### config.mk
export PLATFORM = sky130hd
export DESIGN_NAME = mux_8
export DESIGN_NICKNAME = d
export VERILOG_FILES = /design/src/rtl/mux_8_pkg.sv /design/src/rtl/mux_8_comb.sv /design/src/rtl/mux_8.sv
export SDC_FILE = /design/constraint.sdc
export NUM_CORES = 1
export LEC_CHECK = 0
export CAP_MARGIN = 20
export CELL_PAD_IN_SITES_DETAIL_PLACEMENT = 0
export CELL_PAD_IN_SITES_GLOBAL_PLACEMENT = 1
export CORE_AREA = 2 2 224 226
export CTS_BUF_LIST = sky130_fd_sc_hd__clkbuf_16
export DETAILED_ROUTE_END_ITERATION = 8
export DIE_AREA = 0 0 226 228
export GPL_ROUTABILITY_DRIVEN = 1
export PLACE_DENSITY = 0.56
export SYNTH_ARGS = -nofsm -noshare
export SYNTH_HDL_FRONTEND = slang
export SYNTH_SLANG_ARGS = --single-unit
### constraint.sdc
create_clock -name clk -period 0.8 [get_ports clk]
set_input_delay 0.08 -clock clk [delete_from_list [all_inputs] [get_ports clk]]
set_output_delay 0.08 -clock clk [all_outputs]
set_load 0.005 [all_outputs]
### src/rtl/mux_8_pkg.sv
// Shared constants for the registered 8:1 multiplexer and its users.
// Control logic that drives the select should use the named codes below.
package mux_8_pkg;

    localparam int MUX8_SEL_W          = 3;
    localparam int MUX8_DATA_W_DEFAULT = 64;

    typedef logic [MUX8_SEL_W-1:0] mux8_sel_t;

    localparam mux8_sel_t SEL_IN0 = 3'd0;
    localparam mux8_sel_t SEL_IN1 = 3'd1;
    localparam mux8_sel_t SEL_IN2 = 3'd2;
    localparam mux8_sel_t SEL_IN3 = 3'd3;
    localparam mux8_sel_t SEL_IN4 = 3'd4;
    localparam mux8_sel_t SEL_IN5 = 3'd5;
    localparam mux8_sel_t SEL_IN6 = 3'd6;
    localparam mux8_sel_t SEL_IN7 = 3'd7;

endpackage

### src/rtl/mux_8_comb.sv
// Pure combinational 8:1 selector.
// All eight select codes are legal; an unknown select yields an unknown result.
module mux_8_comb
    import mux_8_pkg::*;
#(
    parameter int DATA_WIDTH = MUX8_DATA_W_DEFAULT
) (
    input  logic [MUX8_SEL_W-1:0] sel,
    input  logic [DATA_WIDTH-1:0] in0,
    input  logic [DATA_WIDTH-1:0] in1,
    input  logic [DATA_WIDTH-1:0] in2,
    input  logic [DATA_WIDTH-1:0] in3,
    input  logic [DATA_WIDTH-1:0] in4,
    input  logic [DATA_WIDTH-1:0] in5,
    input  logic [DATA_WIDTH-1:0] in6,
    input  logic [DATA_WIDTH-1:0] in7,
    output logic [DATA_WIDTH-1:0] sel_data
);

    // The X default only matters when sel is X/Z; it keeps in0 from being
    // silently substituted in that case.
    always_comb begin
        sel_data = 'x;
        case (sel)
            SEL_IN0: sel_data = in0;
            SEL_IN1: sel_data = in1;
            SEL_IN2: sel_data = in2;
            SEL_IN3: sel_data = in3;
            SEL_IN4: sel_data = in4;
            SEL_IN5: sel_data = in5;
            SEL_IN6: sel_data = in6;
            SEL_IN7: sel_data = in7;
        endcase
    end

endmodule

### src/rtl/mux_8.sv
// Registered 8:1 multiplexer: selected input appears on out one clock later.
// The output register clears asynchronously while rst_n is low.
module mux_8
    import mux_8_pkg::*;
#(
    parameter int DATA_WIDTH = MUX8_DATA_W_DEFAULT
) (
    input  logic                  clk,
    input  logic                  rst_n,
    input  logic [DATA_WIDTH-1:0] in0,
    input  logic [DATA_WIDTH-1:0] in1,
    input  logic [DATA_WIDTH-1:0] in2,
    input  logic [DATA_WIDTH-1:0] in3,
    input  logic [DATA_WIDTH-1:0] in4,
    input  logic [DATA_WIDTH-1:0] in5,
    input  logic [DATA_WIDTH-1:0] in6,
    input  logic [DATA_WIDTH-1:0] in7,
    input  logic [MUX8_SEL_W-1:0] sel,
    output logic [DATA_WIDTH-1:0] out
);

    logic [DATA_WIDTH-1:0] out_d;
    logic [DATA_WIDTH-1:0] out_q;

    mux_8_comb #(
        .DATA_WIDTH(DATA_WIDTH)
    ) u_comb (
        .sel      (sel),
        .in0      (in0),
        .in1      (in1),
        .in2      (in2),
        .in3      (in3),
        .in4      (in4),
        .in5      (in5),
        .in6      (in6),
        .in7      (in7),
        .sel_data (out_d)
    );

    // No enable: the register reloads on every edge out of reset.
    always_ff @(posedge clk or negedge rst_n) begin
        if (!rst_n) begin
            out_q <= '0;
        end else begin
            out_q <= out_d;
        end
    end

    assign out = out_q;

endmodule

# After elaboration in Yosys (flattened, before gate mapping)
# Cells that the tools add are included.
[word_totals] register_bits=64 latchBits=0 ramBits=0 rom_bits=0 in_bits=517 elab_cells=10 mem_count=0
[classes] n_addsub=0 n_mul=0 div=0 n_lt_le_gt_ge=0 eq_ne=7 shift=0 n_mux=1 n_bitwise=0 reduce_logical=1
[ops] cell="$pmux 64 s8" count=1
[ops] cell="$eq 3x3->1 const B" count=4
[ops] cell="$eq 3x2->1 const B" count=2
[ops] cell="$eq 3x1->1 const B" count=1
[ops] cell="$logic_not 3->1" count=1

# Depth between registers and ports, before layout
# Gate-level depths: netlist (run 1).
[depth] ltp_word=2 ltp_mapped=6 mapped_depth_nobuf=3

# Hierarchy
# From an unflattened synthesis (run 1), not the netlist that was laid out.
[hier_totals] cells_unflattened=669 hier_area_um2=5955.7
[modules_own_cells] mod="mux_8_comb" instances=1 cells_each=605 area_per_inst_um2=4354.2 seq_area_each_um2=0.0
[modules_own_cells] mod="mux_8" instances=1 cells_each=64 area_per_inst_um2=1601.5 seq_area_each_um2=1601.5

# Worst setup path after synthesis (run 1)
# Ideal clock, no wire load.
[synth_path] kind="input to register" start="in sel[2]" end="reg out_q[46] (netlist: out[46])" setup_time_ns=0.131 arrival_time_ns=1.025 required_ns=0.669 setup_slack_ns=-0.356 stages=6 cell_sequence="buf_4 buf_6 buf_8 mux2_2 o211ai_1 a31oi_1"
[synth_between] elab_chain_cells=2 word_cells_on_any_way=9
[synth_lines] item="start, declared" line="mux_8.sv:18" rtl="input logic [MUX8_SEL_W-1:0] sel,"
[synth_lines] item="$eq 3x3->1, or another cell as far along" line="mux_8_comb.sv:24" rtl="case (sel)"
[synth_lines] item="$pmux 64 s8 *" line="mux_8_comb.sv:24"
[synth_lines] item="named net out_d[46]" line="mux_8.sv:22" rtl="logic [DATA_WIDTH-1:0] out_d;"
[synth_lines] item="end signal, assigned" line="mux_8.sv:45" rtl="out_q <= out_d;"
[synth_lines] item="end, declared" line="mux_8.sv:23" rtl="logic [DATA_WIDTH-1:0] out_q;"
# Mark *: on every way through the listed nets, which the timed path passes. The rest lies on a longest branch.

# Final worst setup path (run 1)
[layout_path] start="in sel[2]" end="reg out_q[45] (netlist: out[45])"
# The elaborated chain is that of the path after synthesis.

==> results of run 1 <==
-- cell families after synthesis --
family	count (synthesis)
AO/OA/AOI/OAI	292
AND/OR/NAND/NOR	129
buffers and inverters	97
multiplexers	81
flip-flops	64
-- cells in the mapped netlist (4+ instances only) --
| cell | count |
|---|---|
| sky130_fd_sc_hd__clkbuf_1 | 31 |
| sky130_fd_sc_hd__nor2_1 | 44 |
| sky130_fd_sc_hd__a22oi_1 | 88 |
| sky130_fd_sc_hd__inv_1 | 22 |
| sky130_fd_sc_hd__o22ai_1 | 7 |
| sky130_fd_sc_hd__nand2_1 | 12 |
| sky130_fd_sc_hd__o2bb2ai_1 | 11 |
| sky130_fd_sc_hd__a211oi_1 | 7 |
| sky130_fd_sc_hd__nor3b_1 | 8 |
| sky130_fd_sc_hd__o32a_1 | 11 |
| sky130_fd_sc_hd__a211o_1 | 44 |
| sky130_fd_sc_hd__buf_4 | 11 |
| sky130_fd_sc_hd__mux2_2 | 5 |
| sky130_fd_sc_hd__buf_2 | 26 |
| sky130_fd_sc_hd__o22a_1 | 7 |
| sky130_fd_sc_hd__o32ai_1 | 11 |
| sky130_fd_sc_hd__nand2b_1 | 56 |
| sky130_fd_sc_hd__a21oi_1 | 43 |
| sky130_fd_sc_hd__dfrtp_1 | 64 |
| sky130_fd_sc_hd__buf_6 | 4 |
| sky130_fd_sc_hd__mux2i_1 | 76 |
| sky130_fd_sc_hd__a221oi_1 | 15 |
| sky130_fd_sc_hd__a31oi_1 | 44 |
-- per-layer routing --
layer	vias up	routed length (um)	track usage
met2	413	24200	0.324
met4	4	1380	0.0602
li1	4005	-	-
met1	4213	20600	0.226
met5	-	23	0
met3	56	3440	0.0439
-- through the flow --
| stage | hold WS, ps | cells | TNS [ps] | power [mW] |
|---|---|---|---|---|
| 3_5_place_dp | 75.9 | 1944 | -41200 | 10.4 |
| 2_1_floorplan | -216 | 663 | -15750 | 5.71 |
| 4_1_cts | 218 | 2038 | -22760 | 16.2 |
| 6_report | 231 | 2036 | -20370 | 16.2 |
| 5_1_grt | 237 | 2036 | -23620 | 17.0 |
| 3_3_place_gp | 78.3 | 1944 | -40870 | 10.4 |
-- layout make-up --
type                    count  area (sq um)
clock buffers               9           225
clock inverters             7          86.3
repair buffers            758          8250
fillers                  5159         33800
flip-flops and latches     64          1600
multi-input cells         503          4500
inverters                  23          86.3
well taps                 672           841
-- how the worst max path moves through the flow --
stage	endpoint	slack [ps]
finish	out[45]	-270
global route	out[4]	-280
CTS	out[60]	-290
detailed placement	out[47]	-720
global placement	out[47]	-690
floorplan	out[46]	-320
-- critical path: stages --
cell	delay, ps
sky130_fd_sc_hd__clkbuf_16	140
sky130_fd_sc_hd__buf_6	110
sky130_fd_sc_hd__or3_4	380
sky130_fd_sc_hd__buf_12	160
sky130_fd_sc_hd__buf_8	130
sky130_fd_sc_hd__buf_16	150
sky130_fd_sc_hd__o22a_1	190
-- power by group --
part | internal, mW | leakage, nW | switching, mW
clock | 2.70 | 0.144 | 1.97
sequential | 3.63 | 0.746 | 0.158
combinational | 4.78 | 5.24 | 2.94
-- what timing repair did --
| item | in CTS | in global routing |
|---|---|---|
| setup endpoints to repair | 128 | 128 |
| hold buffers | 1 | 0 |
| gates cloned | 30 | 1 |
| setup buffers | 51 | 6 |
| gates resized for setup | 456 | 96 |
| endpoints found under the hold margin | 64 | 0 |
| pin swaps | 63 | 77 |
==> run_summary.xml, run 1 <==
<?xml version="1.0" encoding="UTF-8"?>
<metrics>
  <group name="run_status">
    <metric name="outcome" unit="">finished, violations left</metric>
    <metric name="failed_checks" unit="">setup timing</metric>
  </group>
  <group name="floorplan">
    <metric name="floorplan.die_area" unit="sq um">51500</metric>
    <metric name="io_pins" unit="">581</metric>
    <metric name="placementRows" unit="">82</metric>
    <metric name="die_height" unit="um">228</metric>
    <metric name="core" unit="sq um">49300</metric>
    <metric name="die_width" unit="um">226</metric>
    <metric name="starting_density_of_the_core" unit="">0.117</metric>
  </group>
  <group name="sta">
    <metric name="finalWorstSetupSlack" unit="ps">-270</metric>
    <metric name="fmaxAchievable" unit="MHz">935</metric>
    <metric name="finalSetupViolCount" unit="">128</metric>
    <metric name="slew_headroom" unit="">0.741</metric>
    <metric name="report.final.hold_viol_count" unit="">0</metric>
    <metric name="unrepaired_setup_endpoints_after_global_routing" unit="">yes</metric>
    <metric name="fin_crit" unit="ps">1070</metric>
    <metric name="report.final.slew_viol_count" unit="">0</metric>
    <metric name="max_slew.worst_pin.slew" unit="ps">378</metric>
    <metric name="finalCritPeriodShare" unit="">1.34</metric>
  </group>
  <group name="cts">
    <metric name="clock_sinks" unit="">64</metric>
    <metric name="clk_root_buffer_cell" unit="">sky130_fd_sc_hd__clkbuf_16</metric>
    <metric name="tritoncts" unit="">done</metric>
    <metric name="cts.htree.levels" unit="">3</metric>
    <metric name="max-clock-path-buffers" unit="">2</metric>
    <metric name="tritoncts.num_buffers" unit="">9</metric>
    <metric name="clk_pin_slew_worst_paths" unit="ps">70</metric>
  </group>
  <group name="worst_setup_path">
    <metric name="critPathKind" unit="">input pin to flip-flop</metric>
    <metric name="critical_path.max_fanout" unit="">7</metric>
    <metric name="worst_endpoint_required_time" unit="ps">1070</metric>
    <metric name="cp.arrival" unit="ps">1340</metric>
    <metric name="critPathLaunchType" unit="">input pin</metric>
    <metric name="startpoint" unit="">sel[2]</metric>
    <metric name="timing.critical_path.to_type" unit="">flip-flop</metric>
  </group>
  <group name="placement">
    <metric name="placement.setup.worst_slack" unit="ps">-723</metric>
    <metric name="place.port_buffers" unit="">580</metric>
    <metric name="place_congestion" unit="">0.873</metric>
    <metric name="placedInstanceArea" unit="sq um">13200</metric>
    <metric name="dp_hpwl" unit="um">33700</metric>
  </group>
  <group name="detailed_routing">
    <metric name="drc" unit="">0</metric>
    <metric name="vias_per_cell" unit="">4.27</metric>
    <metric name="drtIter0Drc" unit="">455</metric>
    <metric name="totalWireLength" unit="um">49700</metric>
    <metric name="postRouteAntennaNets" unit="">0</metric>
    <metric name="route.vias.total" unit="">8691</metric>
    <metric name="avgRoutedWirePerCell" unit="um">24.4</metric>
    <metric name="number_of_detailed_route_iterations_in_the_first_pass" unit="">4</metric>
  </group>
  <group name="synth">
    <metric name="synth.area.mux_share" unit="">0.142</metric>
    <metric name="synth_simple_gate_area_share" unit="">0.119</metric>
    <metric name="synth.cell_area" unit="sq um">5750</metric>
    <metric name="dominant_cell_type_by_area_after_synthesis" unit="">sky130_fd_sc_hd__dfrtp_1</metric>
    <metric name="asyncSetResetFlopFracSynth" unit="">1.00</metric>
    <metric name="ys.warnings.count" unit="">0</metric>
    <metric name="number_of_synthesized_flops_with_an_enable_pin" unit="">0</metric>
    <metric name="syn_area_per_cell" unit="sq um">8.68</metric>
    <metric name="postSynthCellCount" unit="">663</metric>
    <metric name="synth_area_in_xor_xnor" unit="">0</metric>
    <metric name="postSynthNetCount" unit="">1180</metric>
    <metric name="synth.top_cells.by_area" unit="">sky130_fd_sc_hd__dfrtp_1 (28%), sky130_fd_sc_hd__mux2i_1 (13%), sky130_fd_sc_hd__a22oi_1 (11%)</metric>
    <metric name="synth-main-ff-cell" unit="">sky130_fd_sc_hd__dfrtp_1</metric>
    <metric name="yosys.cell_types.count" unit="">35</metric>
    <metric name="synth.yosys.seq_area_share" unit="">0.278</metric>
    <metric name="main_combinational_cell_family_by_area_after_synthesis" unit="">compound AO/OA/AOI/OAI gates</metric>
    <metric name="synthAdderAreaFrac" unit="">0</metric>
    <metric name="netlist.area_leader.share" unit="">0.278</metric>
    <metric name="synth-seq-cells" unit="">64</metric>
    <metric name="synth-compound-area-share" unit="">0.375</metric>
  </group>
  <group name="cells_and_area">
    <metric name="postLayoutCellArea" unit="sq um">15600</metric>
    <metric name="post_route_cells_drive_above_1_share" unit="">0.295</metric>
    <metric name="most_frequent_cells_in_the_layout" unit="">sky130_fd_sc_hd__clkdlybuf4s50_1 (512), sky130_fd_sc_hd__mux2i_1 (70), sky130_fd_sc_hd__dfrtp_1 (64)</metric>
    <metric name="synthToLayoutAreaGrowth" unit="%">171</metric>
    <metric name="antennaDiodeCount" unit="">0</metric>
    <metric name="final_core_util" unit="">0.316</metric>
    <metric name="net_total_in_the_final_layout" unit="">1876</metric>
    <metric name="flip_flop_count_of_the_largest_register_after_layout" unit="">64</metric>
    <metric name="mostFrequentLayoutCell" unit="">sky130_fd_sc_hd__clkdlybuf4s50_1</metric>
  </group>
  <group name="global_routing">
    <metric name="first_global_vias" unit="">9507</metric>
    <metric name="grt_use_total" unit="">0.187</metric>
    <metric name="antenna_violations_before_repair" unit="">4</metric>
    <metric name="maximum_number_of_pins_on_one_net_before_global_route_repair" unit="">34</metric>
    <metric name="globalRoute.totalOverflow" unit="">0</metric>
    <metric name="grt_pass1_wl" unit="um">68200</metric>
  </group>
  <group name="power_and_ir_drop">
    <metric name="irDropWorstVdd" unit="uV">1020</metric>
    <metric name="powerDensity" unit="nW/um^2">1040</metric>
    <metric name="power_leakage" unit="nW">6.13</metric>
  </group>
  <group name="min_path">
    <metric name="hold_path_class" unit="">input pin to asynchronous set/reset pin</metric>
  </group>
  <group name="flow_run">
    <metric name="max_cap_violations" unit="">0</metric>
  </group>
</metrics>
No activity file was read; power rests on OpenSTA's default activity.
==> run 2: changes to the inputs <==
MAX_ROUTING_LAYER = met4   (was default)
==> run_summary.xml, run 2 (synthesis results as in run 1) <==
<?xml version="1.0" encoding="UTF-8"?>
<metrics>
  <group name="sta">
    <metric name="fin_tns_setup" unit="ps">-20430</metric>
    <metric name="fmaxAchievable" unit="MHz">969</metric>
    <metric name="finalWorstSetupSlack" unit="ps">-232</metric>
    <metric name="unrepaired_setup_endpoints_after_global_routing" unit="">yes</metric>
    <metric name="finalSetupViolCount" unit="">128</metric>
    <metric name="report.final.slew_viol_count" unit="">0</metric>
    <metric name="finalCritPeriodShare" unit="">1.29</metric>
    <metric name="fin_crit" unit="ps">1030</metric>
    <metric name="max_slew.worst_pin.slew" unit="ps">365</metric>
    <metric name="report.final.hold_viol_count" unit="">0</metric>
    <metric name="slew_headroom" unit="">0.756</metric>
  </group>
  <group name="min_path">
    <metric name="hold_path_class" unit="">input pin to asynchronous set/reset pin</metric>
  </group>
  <group name="global_routing">
    <metric name="globalRoute.totalOverflow" unit="">0</metric>
    <metric name="maximum_number_of_pins_on_one_net_before_global_route_repair" unit="">35</metric>
    <metric name="first_global_vias" unit="">9510</metric>
    <metric name="grt_pass1_wl" unit="um">66900</metric>
    <metric name="grt_use_total" unit="">0.190</metric>
    <metric name="antenna_violations_before_repair" unit="">2</metric>
  </group>
  <group name="floorplan">
    <metric name="core" unit="sq um">49300</metric>
    <metric name="io_pins" unit="">581</metric>
    <metric name="die_height" unit="um">228</metric>
    <metric name="floorplan.die_area" unit="sq um">51500</metric>
    <metric name="starting_density_of_the_core" unit="">0.117</metric>
    <metric name="placementRows" unit="">82</metric>
    <metric name="die_width" unit="um">226</metric>
  </group>
  <group name="cells_and_area">
    <metric name="flip_flop_count_of_the_largest_register_after_layout" unit="">64</metric>
    <metric name="post_route_cells_drive_above_1_share" unit="">0.271</metric>
    <metric name="mostFrequentLayoutCell" unit="">sky130_fd_sc_hd__clkdlybuf4s50_1</metric>
    <metric name="net_total_in_the_final_layout" unit="">1853</metric>
    <metric name="synthToLayoutAreaGrowth" unit="%">164</metric>
    <metric name="most_frequent_cells_in_the_layout" unit="">sky130_fd_sc_hd__clkdlybuf4s50_1 (511), sky130_fd_sc_hd__mux2i_1 (73), sky130_fd_sc_hd__dfrtp_1 (64)</metric>
    <metric name="final_core_util" unit="">0.308</metric>
  </group>
  <group name="cts">
    <metric name="clk_root_buffer_cell" unit="">sky130_fd_sc_hd__clkbuf_16</metric>
    <metric name="max-clock-path-buffers" unit="">2</metric>
    <metric name="tritoncts.num_buffers" unit="">9</metric>
    <metric name="cts.htree.levels" unit="">3</metric>
    <metric name="clock_sinks" unit="">64</metric>
    <metric name="tritoncts" unit="">done</metric>
    <metric name="clk_pin_slew_worst_paths" unit="ps">60</metric>
  </group>
  <group name="placement">
    <metric name="place_congestion" unit="">0.922</metric>
    <metric name="dp_hpwl" unit="um">33800</metric>
    <metric name="place.port_buffers" unit="">580</metric>
    <metric name="placement.setup.worst_slack" unit="ps">-619</metric>
  </group>
  <group name="detailed_routing">
    <metric name="route.vias.total" unit="">8495</metric>
    <metric name="postRouteAntennaNets" unit="">0</metric>
    <metric name="vias_per_cell" unit="">4.22</metric>
    <metric name="drtIter0Drc" unit="">330</metric>
    <metric name="avgRoutedWirePerCell" unit="um">24.2</metric>
    <metric name="drc" unit="">0</metric>
    <metric name="number_of_detailed_route_iterations_in_the_first_pass" unit="">4</metric>
    <metric name="totalWireLength" unit="um">48700</metric>
  </group>
  <group name="power_and_ir_drop">
    <metric name="p_comb_frac" unit="">0.497</metric>
    <metric name="power_leakage" unit="nW">5.94</metric>
    <metric name="netSwitchingPower" unit="mW">4.83</metric>
    <metric name="powerDensity" unit="nW/um^2">994</metric>
    <metric name="power.total" unit="mW">15.1</metric>
    <metric name="share_seq_of_total_power" unit="">0.251</metric>
    <metric name="cellInternalPower" unit="mW">10.3</metric>
    <metric name="sw_frac_of_total" unit="">0.320</metric>
    <metric name="pwr-share-clk" unit="">0.252</metric>
    <metric name="irDropWorstVdd" unit="uV">868</metric>
  </group>
  <group name="worst_setup_path">
    <metric name="worst_path_dominant_cell_family" unit="">flip-flops</metric>
    <metric name="worst_endpoint_required_time" unit="ps">720</metric>
    <metric name="critical_path_buffer_and_inverter_count" unit="">1</metric>
    <metric name="cp.arrival" unit="ps">950</metric>
    <metric name="number_of_cells_on_the_critical_path" unit="">1</metric>
    <metric name="cp_cell_sequence" unit="">buf_2</metric>
    <metric name="timing.critical_path.to_type" unit="">output pin</metric>
    <metric name="critPathMaxStageDelay" unit="ps">430</metric>
    <metric name="critPathKind" unit="">flip-flop to output pin</metric>
    <metric name="critical_path.max_fanout" unit="">1</metric>
    <metric name="critical_path_slowest_stage_cell" unit="">sky130_fd_sc_hd__dfrtp_1</metric>
    <metric name="critPathLaunchType" unit="">flip-flop</metric>
  </group>
  <group name="flow_run">
    <metric name="max_cap_violations" unit="">0</metric>
  </group>
  <group name="run_status">
    <metric name="failed_checks" unit="">setup timing</metric>
    <metric name="outcome" unit="">finished, violations left</metric>
  </group>
</metrics>
-- run 2: final cells by class --
cell class                      count  area [sq um]
Fill cell                        5176         34200
Timing Repair Buffer              735          7930
Multi-Input combinational cell    503          4480
Sequential cell                    64          1600
Tap cell                          672           841
Clock buffer                        9           225
Inverter                           23          91.3
Clock inverter                      4          15.0
Antenna cell                        3          7.51
-- run 2: repair_timing --
action	in CTS	in global routing
endpoints found under the hold margin	64	0
pin swaps	55	34
endpoints found under the setup margin	128	128
buffers inserted	51	4
gates resized for setup	481	61
hold buffers	1	0
gates cloned	29	2
-- run 2: worst max-delay path by stage --
stage / start / slack [ps] / end
final: out[60] / -230 / out[60]
after global routing: out[60] / -260 / out[60]
after CTS: out[60] / -260 / out[60]
after detailed placement: sel[2] / -620 / out[28]
after global placement: sel[1] / -610 / out[50]
after floorplan: sel[2] / -320 / out[46]
-- run 2: power groups by stage --
stage | Sequential (mW) | Combinational, mW | Clock (mW)
finish | 3.80 | 7.51 | 3.80
global route | 3.83 | 7.94 | 4.05
CTS | 3.80 | 7.52 | 3.97
detailed placement | 3.86 | 6.51 | 0
global placement | 3.87 | 6.51 | 0
floorplan | 3.86 | 1.86 | 0
-- run 2: metrics by stage --
step,hold slack (ps),instance area [sq um],cells
global placement,69.1,13000,1929
finish,240,15200,2013
CTS,225,15100,2016
detailed placement,68.6,13000,1929
global route,232,15200,2012
floorplan,-216,5910,663
-- run 2: per-layer routing --
layer  routed length, um  share of wire  track usage  vias to the layer above
met5                   0              0            -                        -
met4                1220          0.025       0.0530                        0
met3                3820          0.078       0.0447                       53
met2               24600           0.50        0.334                      384
met1               19100           0.39        0.213                     4106
li1                    -              -            -                     3952
==> run 3: changes to the inputs <==
CAP_MARGIN = default   (was 20)
==> results of run 3 <==
Same layout as run 2: the final DEF is identical, and so are final timing and power.
